--- config.mk ---
export PLATFORM = sky130hd
export DESIGN_NAME = aes_mem_streamer
export DESIGN_NICKNAME = d
export VERILOG_FILES = /design/src/rtl/aes_mem_streamer.sv
export SDC_FILE = /design/constraint.sdc
export NUM_CORES = 1
export LEC_CHECK = 0
export CORE_MARGIN = 5
export CORE_UTILIZATION = 48
export DETAILED_ROUTE_END_ITERATION = 16
export GPL_TIMING_DRIVEN = 1
export PLACE_DENSITY = 0.88
export RECOVER_POWER = 100
export SYNTH_ARGS = -nofsm -noshare
export SYNTH_HDL_FRONTEND = slang
export SYNTH_SLANG_ARGS = --single-unit
export TNS_END_PERCENT = 100
--- constraint.sdc ---
create_clock -name clk_in -period 3 [get_ports clk_in]
set_input_delay 0.6 -clock clk_in [delete_from_list [all_inputs] [get_ports clk_in]]
set_output_delay 0.6 -clock clk_in [all_outputs]
set_load 0.01 [all_outputs]
--- src/rtl/aes_mem_streamer.sv ---
`default_nettype none
// ============================================================================
// Module   : aes_mem_streamer
// Brief    : Streams plaintext words from block memory through an AES core
//            and writes results back, closed by a terminator word.
// Revision : 1.0
// ============================================================================
module aes_mem_streamer #(
  parameter int          IN_BASE      = 0,
  parameter int          OUT_BASE     = 257,
  parameter int          MAX_WORDS    = 256,
  parameter logic [31:0] TERMINATOR   = 32'hDEADBEEF,
  parameter int          READ_LATENCY = 2
) (
  input  logic         clk_in,
  input  logic         rst_in,
  input  logic         start_in,
  output logic         busy_out,
  output logic         done_out,
  output logic [6:0]   blocks_out,
  output logic [9:0]   mem_addr_out,
  output logic [3:0]   mem_we_out,
  output logic [31:0]  mem_wdata_out,
  input  logic [31:0]  mem_rdata_in,
  output logic [127:0] blk_data_out,
  output logic         blk_valid_out,
  input  logic         blk_ready_in,
  input  logic [127:0] res_data_in,
  input  logic         res_valid_in,
  output logic         res_ready_out
);

  localparam int               IDX_W      = $clog2(MAX_WORDS + 1);
  localparam logic [IDX_W-1:0] c_MAX_IDX  = IDX_W'(MAX_WORDS);
  localparam logic [3:0]       c_LAT_LAST = 4'(READ_LATENCY - 1);
  localparam logic [9:0]       c_IN_BASE  = 10'(IN_BASE);
  localparam logic [9:0]       c_OUT_BASE = 10'(OUT_BASE);

  typedef enum logic [2:0] {
    S_IDLE  = 3'd0,
    S_FETCH = 3'd1,
    S_WAIT  = 3'd2,
    S_SEND  = 3'd3,
    S_RECV  = 3'd4,
    S_WRITE = 3'd5,
    S_TERM  = 3'd6,
    S_DONE  = 3'd7
  } state_t;

  state_t             r_state;
  state_t             w_next;
  logic [IDX_W-1:0]   r_idx;
  logic [3:0]         r_lat;
  logic [0:3][31:0]   r_lane;
  logic               r_last;
  logic [127:0]       r_res;
  logic [1:0]         r_wcnt;
  logic [6:0]         r_blk;
  logic [6:0]         r_blocks;

  logic               w_sample;
  logic               w_is_term;
  logic [1:0]         w_lane;
  logic [IDX_W-1:0]   w_idx_inc;
  logic [9:0]         w_rd_addr;
  logic [9:0]         w_wr_addr;

  assign w_sample  = (r_state == S_WAIT) && (r_lat == c_LAT_LAST);
  assign w_is_term = (mem_rdata_in == TERMINATOR);
  assign w_lane    = r_idx[1:0];
  assign w_idx_inc = r_idx + 1'b1;
  assign w_rd_addr = c_IN_BASE + 10'(r_idx);
  // {blk, j} is exactly 4*blk + j.
  assign w_wr_addr = c_OUT_BASE + {1'b0, r_blk, r_wcnt};

  always_ff @(posedge clk_in) begin
    if (rst_in) r_state <= S_IDLE;
    else        r_state <= w_next;
  end

  always_comb begin
    w_next        = r_state;
    busy_out      = (r_state != S_IDLE);
    done_out      = 1'b0;
    mem_addr_out  = '0;
    mem_we_out    = '0;
    mem_wdata_out = '0;
    blk_valid_out = 1'b0;
    res_ready_out = 1'b0;
    case (r_state)
      S_IDLE: if (start_in) w_next = S_FETCH;
      S_FETCH: begin
        mem_addr_out = w_rd_addr;
        w_next       = S_WAIT;
      end
      S_WAIT: begin
        mem_addr_out = w_rd_addr;
        if (w_sample) begin
          if (w_is_term)            w_next = (w_lane == 2'd0) ? S_TERM : S_SEND;
          else if (w_lane == 2'd3)  w_next = S_SEND;
          else                      w_next = S_FETCH;
        end
      end
      S_SEND: begin
        blk_valid_out = 1'b1;
        if (blk_ready_in) w_next = S_RECV;
      end
      S_RECV: begin
        res_ready_out = 1'b1;
        if (res_valid_in) w_next = S_WRITE;
      end
      S_WRITE: begin
        mem_addr_out = w_wr_addr;
        mem_we_out   = 4'hF;
        case (r_wcnt)
          2'd0:    mem_wdata_out = r_res[127:96];
          2'd1:    mem_wdata_out = r_res[95:64];
          2'd2:    mem_wdata_out = r_res[63:32];
          default: mem_wdata_out = r_res[31:0];
        endcase
        if (r_wcnt == 2'd3) w_next = r_last ? S_TERM : S_FETCH;
      end
      S_TERM: begin
        mem_addr_out  = c_OUT_BASE + {1'b0, r_blk, 2'b00};
        mem_we_out    = 4'hF;
        mem_wdata_out = TERMINATOR;
        w_next        = S_DONE;
      end
      S_DONE: begin
        done_out = 1'b1;
        w_next   = S_IDLE;
      end
      default: w_next = S_IDLE;
    endcase
  end

  always_ff @(posedge clk_in) begin
    if (rst_in) begin
      r_idx    <= '0;
      r_lat    <= '0;
      r_lane   <= '0;
      r_last   <= 1'b0;
      r_res    <= '0;
      r_wcnt   <= '0;
      r_blk    <= '0;
      r_blocks <= '0;
    end else begin
      case (r_state)
        S_IDLE: begin
          if (start_in) begin
            r_idx    <= '0;
            r_blk    <= '0;
            r_blocks <= '0;
            r_last   <= 1'b0;
            r_lane   <= '0;
          end
        end
        S_FETCH: r_lat <= '0;
        S_WAIT: begin
          if (!w_sample) begin
            r_lat <= r_lat + 1'b1;
          end else if (w_is_term) begin
            // A partial block is padded with zeros and becomes the final one.
            if (w_lane != 2'd0) begin
              for (int k = 0; k < 4; k++) begin
                if (2'(k) >= w_lane) r_lane[k] <= '0;
              end
              r_last <= 1'b1;
            end
          end else begin
            r_lane[w_lane] <= mem_rdata_in;
            r_idx          <= w_idx_inc;
            if ((w_lane == 2'd3) && (w_idx_inc == c_MAX_IDX)) r_last <= 1'b1;
          end
        end
        S_RECV: begin
          if (res_valid_in) begin
            r_res  <= res_data_in;
            r_wcnt <= '0;
          end
        end
        S_WRITE: begin
          r_wcnt <= r_wcnt + 1'b1;
          if (r_wcnt == 2'd3) begin
            r_blk <= r_blk + 1'b1;
            if (!r_last) r_lane <= '0;
          end
        end
        S_TERM: r_blocks <= r_blk;
        default: ;
      endcase
    end
  end

  assign blk_data_out = r_lane;
  assign blocks_out   = r_blocks;

endmodule
`default_nettype wire

==> run summary, run 1 <==
## Detailed routing
• average wire per standard cell: 20.2 um
• Antenna Nets Post-Route: 0
• DRC violation count after routing: 0
• DR pass1 iterations: 9
• number of DRC markers in iteration 0: 1677
• routed wire length: 45800 um
• via/cell ratio: 5.94
• vias after detailed routing: 13500

## Die
• I/O pin total: 350
• total core area: 25800 um2
• Die Wd: 171 um
• overall die area: 29300 um2
• Die Y: 171 um
• row count: 59
• initial cell density of the core: 48.3%

## Clock tree
• clock slew at reported path FFs: 0.06 ns
• Clk Latency, worst-skew pair: 0.56 ns
• Bufs on Longest Clock Path: 3
• clock tree root driver cell: clkbuf_16
• hold buffers post-CTS: 0
• Num CTS Buffers: 30
• H-Tree Level Count: 1
• clock tree from TritonCTS: done
• sink count of the clock tree: 289

## Place
• Buffers on Ports: 349
• RD Place Congestion: 0.920
• standard cell area after detailed placement: 16800 um2
• HPWL after DPL: 30900 um
• post-placement setup slack: -0.116 ns
• total instance count after detailed placement: 2207

## Finish
• nets: 2084
• area grow syn2layout: 43.2%
• Final Core Density: 69.1%
• Post-Layout Inst Area: 17900 um2
• filler-free cell count of the finished design: 2266
• number of antenna cells inserted: 0
• fraction of final layout cells with drive strength greater than 1: 9.94%

## Yosys
• syn_nets: 1742
• gate count of the mapped netlist: 1565
• Synth top area share: 46.4%
• cell type contributing the most total cell area after synthesis: dfxtp_1
• flip-flop and latch count after synthesis: 289
• number of flops mapped to enable cells by yosys: 0
• Unique masters post-synth: 64
• fraction of registers with async set/reset: 0%
• most instantiated library cell after synthesis: nand2_1
• total number of yosys warnings: 0
• share of the yosys chip area belonging to registers: 46.4%
• commonest cells in the synthesized netlist: nand2_1, dfxtp_1, a21oi_1
• cell types with the largest area share after synthesis: dfxtp_1, nand2_1, a21oi_1, clkbuf_1, nand4_1
• average cell area after synthesis: 7.97 um2
• most used flip-flop cell after synthesis: dfxtp_1
• post-synthesis instance area: 12500 um2

## Global route
• met2 GRT Util: 48.3%
• Total GRT Usage: 29.1%
• vias in the first global route: 12900
• routing usage on met1: 36.0%
• GR Util met3: 8.57%
• pin count of the biggest net entering global routing: 140
• first-pass GRT wire length: 69900 um
• antenna violations before repair: 0
• remaining global-route overflow: 0
• global routing's busiest layer: met2

## Pwr
• relative contribution of combinational cells to total power: 25.0%
• Clk network pwr share: 36.7%
• switching power share of the total: 31.4%
• total power divided by cell area: 614 nW/um2
• leak pwr: 6.74 nW
• Switching Power: 3.44 mW
• cell internal pwr: 7.52 mW
• sequential share of power: 38.2%
• IR Drop Worst-Case VDD: 0.000440 V

## STA
• setup repair after global routing missed its margin: true
• normalized max-slew margin: 35.0%
• period utilisation layout: 99.4%
• worst-case setup margin in the final layout: 0.0172 ns
• actual transition at the worst max-transition pin: 0.975 ns
• maximum clock skew at final layout: 0.0107 ns
• pins over their slew limit: 0
• Period minus WS final: 2.98 ns
• maximum clock rate: 335 MHz
• final count of negative-setup-slack endpoints: 0
• endpoints failing hold: 0
• aggregate negative setup slack: 0 ns

## Worst setup path
• critical-path cell list: buf_4, ha_4, buf_16, a222oi_1, nor2_1, a21oi_2, o21ai_2, clkdlybuf4s15_2
• kind of start point of the critical path: flop
• buffer and inverter count on the worst path: 3
• worst path arrival time: 2.38 ns
• maximum single-stage delay on the critical path: 0.40 ns
• Top delay family on crit path: compound AO/OA/AOI/OAI gates
• path type of the worst setup path: reg2out
• r2r worst-path depth: 8
• crit end category: output pin
• FF-to-FF Start: r_wcnt[0]
• flop2flop setup slack: 0.25 ns
• Critical Path Slowest Stage Cell: a222oi_1
• worst-path maximum fanout: 16
• Crit path required time: 2.40 ns
• endpoint of the worst register-to-register path: blk_data_out[82]

## Hold path
• count of cells along the worst hold path: 2
• class of the worst hold path: in2reg
• Worst Hold Endpoint: r_lat[0]
• Worst Hold Launch: rst_in

## Run
• max-cap check violation count: 0

## Outcome
• result of the run: finished, final reports clean

-- routing by layer --
layer / vias up / share of wire (%)
met4: 0 / 3.9
met3: 127 / 12
met1: 6338 / 37
met2: 801 / 46
li1: 6188 / -
met5: - / 0
-- how the worst max path moves through the flow --
stage                                start           endpoint  slack, ns  cells after the start
after floorplan           mem_rdata_in[22]   blk_data_out[54]       0.49                      8
after global placement    mem_rdata_in[16]   blk_data_out[43]      -0.06                      7
after detailed placement  mem_rdata_in[16]   blk_data_out[57]      -0.12                      7
after CTS                        r_wcnt[0]  mem_wdata_out[10]      -0.19                      8
after global routing             r_wcnt[1]  mem_wdata_out[10]      -0.05                      8
final                            r_wcnt[0]  mem_wdata_out[18]       0.02                      8
-- power by group through the flow --
stage / registers, mW / logic, mW / clock network, mW
finish: 4.19 / 2.74 / 4.03
global route: 4.21 / 2.91 / 4.22
CTS: 4.18 / 2.80 / 4.06
detailed placement: 4.26 / 2.76 / 0
global placement: 4.24 / 2.72 / 0
floorplan: 4.19 / 1.70 / 0
-- sequential cells by signal (all words and copies together), names as in the netlist --
register      count
blk_data_out    128
blocks_out        7
r_blk             7
r_idx             9
r_last            1
r_lat             4
r_res           128
r_state           3
r_wcnt            2
-- per-stage QoR --
stage / total power, mW / hold slack, ns
2_1_floorplan: 5.90 / 0.436
3_3_place_gp: 6.96 / 0.435
3_5_place_dp: 7.02 / 0.445
4_1_cts: 11.0 / 0.415
5_1_grt: 11.3 / 0.427
6_report: 11.0 / 0.425
-- what timing repair did --
| item | 4_1_cts | 5_1_grt |
|---|---|---|
| gates resized for setup | 81 | 32 |
| pin swaps | 16 | 11 |
| buffers inserted | 0 | 2 |
| endpoints found under the hold margin | 0 | 0 |
| gates cloned | 1 | 0 |
| setup endpoints to repair | 45 | 40 |
-- logic make-up after synthesis --
| family | synth area share, % |
|---|---|
| compound gates | 20.3 |
| xor+xnor | 0.983 |
| fa+ha+maj | 1.20 |
| buf+inv | 5.05 |
| flops | 46.4 |
| mux | 2.65 |
| simple gates | 23.4 |
-- layout by cell type (no fill, tap or decap), types with 11 or more instances in the layout --
master	count
a21oi_1	183
a222oi_1	32
a22o_1	32
a31oi_1	31
buf_12	13
buf_4	73
clkbuf_1	13
clkbuf_16	30
clkdlybuf4s50_1	165
dfxtp_1	283
dlygate4sd2_1	17
dlygate4sd3_1	145
mux2i_1	33
nand2_1	447
nand4_1	61
nor2_1	72
o21ai_0	58
or4_1	11
-- final cells by class --
type,instances,area (um2)
Inverter,12,45.0
Timing Repair Buffer,450,4350
Multi-Input combinational cell,1124,6150
Clock inverter,12,199
Sequential cell,289,5800
Fill cell,1906,7980
Clock buffer,44,883
Tap cell,335,419
(Power assumes the default switching activity.)
==> run 2, diff against run 1 <==
- CORE_UTILIZATION: 48 -> 35
- PLACE_DENSITY: 0.88 -> 0.7
==> run summary, run 2 (synthesis gave the netlist of run 1 again) <==
## Outcome
• result of the run: finished, final reports clean

## Pwr
• cell internal pwr: 7.78 mW, +3.5%
• Clk network pwr share: 38.4%, +1.7 points
• total power: 11.3 mW, +3.0%
• total power divided by cell area: 622 nW/um2, +1.3%
• IR Drop Worst-Case VDD: 0.000371 V, -16%
• relative contribution of combinational cells to total power: 24.6%, -0.4 points
• leak pwr: 6.85 nW, +1.6%
• sequential share of power: 37.1%, -1.1 points
• Switching Power: 3.51 mW, +1.9%
• switching power share of the total: 31.1%, -0.32 points

## Clock tree
• hold buffers post-CTS: 0, unchanged
• sink count of the clock tree: 289, unchanged
• Clk Latency, worst-skew pair: 0.50 ns, -0.06 ns
• H-Tree Level Count: 2, +1
• Bufs on Longest Clock Path: 3, unchanged
• clock slew at reported path FFs: 0.06 ns, about the same
• clock tree root driver cell: clkbuf_16
• clock tree from TritonCTS: done
• Num CTS Buffers: 34, +13%

## Finish
• filler-free cell count of the finished design: 2394, +5.6%
• Post-Layout Inst Area: 18100 um2, +1.6%
• most common cell after layout, fill and taps aside: nand2_1
• area grow syn2layout: 45.5%
• number of antenna cells inserted: 0, unchanged
• fraction of final layout cells with drive strength greater than 1: 9.78%, -0.17 points
• nets: 2086, +0.096%
• most used cells in the layout excluding fill and tap cells: nand2_1, dfxtp_1, a21oi_1

## Die
• Die Wd: 199 um, +16%
• Die Y: 199 um, +16%
• row count: 69, +17%
• I/O pin total: 350, unchanged
• overall die area: 39500 um2, +35%
• initial cell density of the core: 35.2%, -13 points
• total core area: 35400 um2, +37%

## Worst setup path
• crit end category: output pin
• Most common cell on crit path: buf_4
• maximum single-stage delay on the critical path: 0.48 ns, +0.08 ns
• Critical Path Slowest Stage Cell: clkdlybuf4s50_1
• flop2flop setup slack: 0.28 ns, +0.03 ns
• FF-to-FF Start: r_state[0]
• Critical path origin: r_state[2]
• worst path arrival time: 2.30 ns, -0.08 ns
• critical-path cell list: buf_4, nand2_1, buf_4, nand2_2, a32o_1, clkdlybuf4s50_1
• path type of the worst setup path: reg2out
• kind of start point of the critical path: flop
• worst-path maximum fanout: 25, +9
• Crit path required time: 2.40 ns, about the same

## Place
• HPWL after DPL: 31600 um, +2.4%
• standard cell area after detailed placement: 17000 um2, +0.77%
• total instance count after detailed placement: 2331, +5.6%
• RD Place Congestion: 0.889, -3.3%
• Buffers on Ports: 349, unchanged

## Global route
• vias in the first global route: 12700, -1.4%
• remaining global-route overflow: 0, unchanged
• pin count of the biggest net entering global routing: 82, -41%
• first-pass GRT wire length: 69600 um, -0.44%
• Total GRT Usage: 21.6%, -7.5 points
• antenna violations before repair: 0, unchanged

## STA
• actual transition at the worst max-transition pin: 1.37 ns, +0.396 ns
• endpoints failing hold: 0, unchanged
• maximum clock rate: 345 MHz, +2.9%
• period utilisation layout: 96.7%, -2.8 points
• post-route worst hold slack: 0.448 ns, +0.0225 ns
• normalized max-slew margin: 8.57%, -26 points
• final count of negative-setup-slack endpoints: 0, unchanged
• pins over their slew limit: 0, unchanged
• Period minus WS final: 2.90 ns, -0.0831 ns
• maximum clock skew at final layout: 0.0104 ns, -0.000301 ns
• setup repair after global routing missed its margin: false

## Detailed routing
• Antenna Nets Post-Route: 0, unchanged
• DRC violation count after routing: 0, unchanged
• vias after detailed routing: 13000, -3.0%
• via/cell ratio: 5.45, -8.2%
• number of DRC markers in iteration 0: 949, -43%
• routed wire length: 46100 um, +0.54%
• DR pass1 iterations: 7, -2
• average wire per standard cell: 19.3 um, -4.8%

## Hold path
• Worst Hold Launch: blk_data_out[63]
• class of the worst hold path: reg2reg

## Run
• max-cap check violation count: 0, unchanged

[run 2: cell types whose count changed in the layout (fill, tap and decap cells not counted), moves of 3 or more]
cell,previous run,this run
clkbuf_16,30,37
buf_2,6,1
clkbuf_4,6,2
dfxtp_2,2,6
dlygate4sd2_1,17,21
a21oi_1,183,186
a21oi_2,5,2
clkdlybuf4s15_1,7,4
dfxtp_1,283,280
[run 2: stage by stage]
step / util, % / setup slack, ns / TNS [ns]
2_1_floorplan: - / 0.492 / 0
3_3_place_gp: 47.9 / -0.112 / -9.58
3_5_place_dp: 47.9 / -0.177 / -15.13
4_1_cts: 51.5 / -0.0470 / -0.0784
5_1_grt: 51.3 / 0.00162 / 0
6_report: 51.3 / 0.100 / 0
[run 2: area by class of cell]
| class | count | area [um2] |
|---|---|---|
| Multi-Input combinational cell | 1124 | 6160 |
| Clock inverter | 13 | 149 |
| Timing Repair Buffer | 448 | 4370 |
| Tap cell | 461 | 577 |
| Sequential cell | 289 | 5800 |
| Inverter | 12 | 45.0 |
| Fill cell | 3339 | 17300 |
| Clock buffer | 47 | 1040 |
[run 2: repair_timing]
action / 4_1_cts / 5_1_grt
hold endpoints to repair: 0 / 0
buffers inserted: 1 / 1
gates cloned: 1 / 0
pin swaps: 10 / 11
endpoints found under the setup margin: 36 / 25
gates resized for setup: 68 / 30
[run 2: power by group through the flow]
stage | Sequential [mW] | Combinational [mW] | Clock [mW]
floorplan | 4.19 | 1.70 | 0
global placement | 4.25 | 2.79 | 0
detailed placement | 4.26 | 2.80 | 0
CTS | 4.18 | 2.82 | 4.42
global route | 4.20 | 2.97 | 4.57
finish | 4.19 | 2.77 | 4.33
[run 2: per-layer routing]
layer	track usage, %	vias up	wire (um)
met5	0	-	0
met4	5.83	0	1030
met3	6.78	74	5060
met2	36.1	628	21300
met1	27.2	6163	18700
li1	-	6181	-
[run 2: worst max-delay path: cells and delay by family, from the launching register on]
| family | cells | cell delay [ns] |
|---|---|---|
| DFF | 1 | 0.38 |
| AOI/OAI and AO/OA | 1 | 0.23 |
| and+or+nand+nor | 2 | 0.23 |
| buffers and inverters | 3 | 0.96 |
[run 2: final timing paths]
kind	endpoint	cells past startpoint
setup / recovery	mem_addr_out[9]	6
hold / removal	blk_data_out[63]	2
setup reg to reg	r_res[49]	6
hold reg to reg	blk_data_out[63]	2
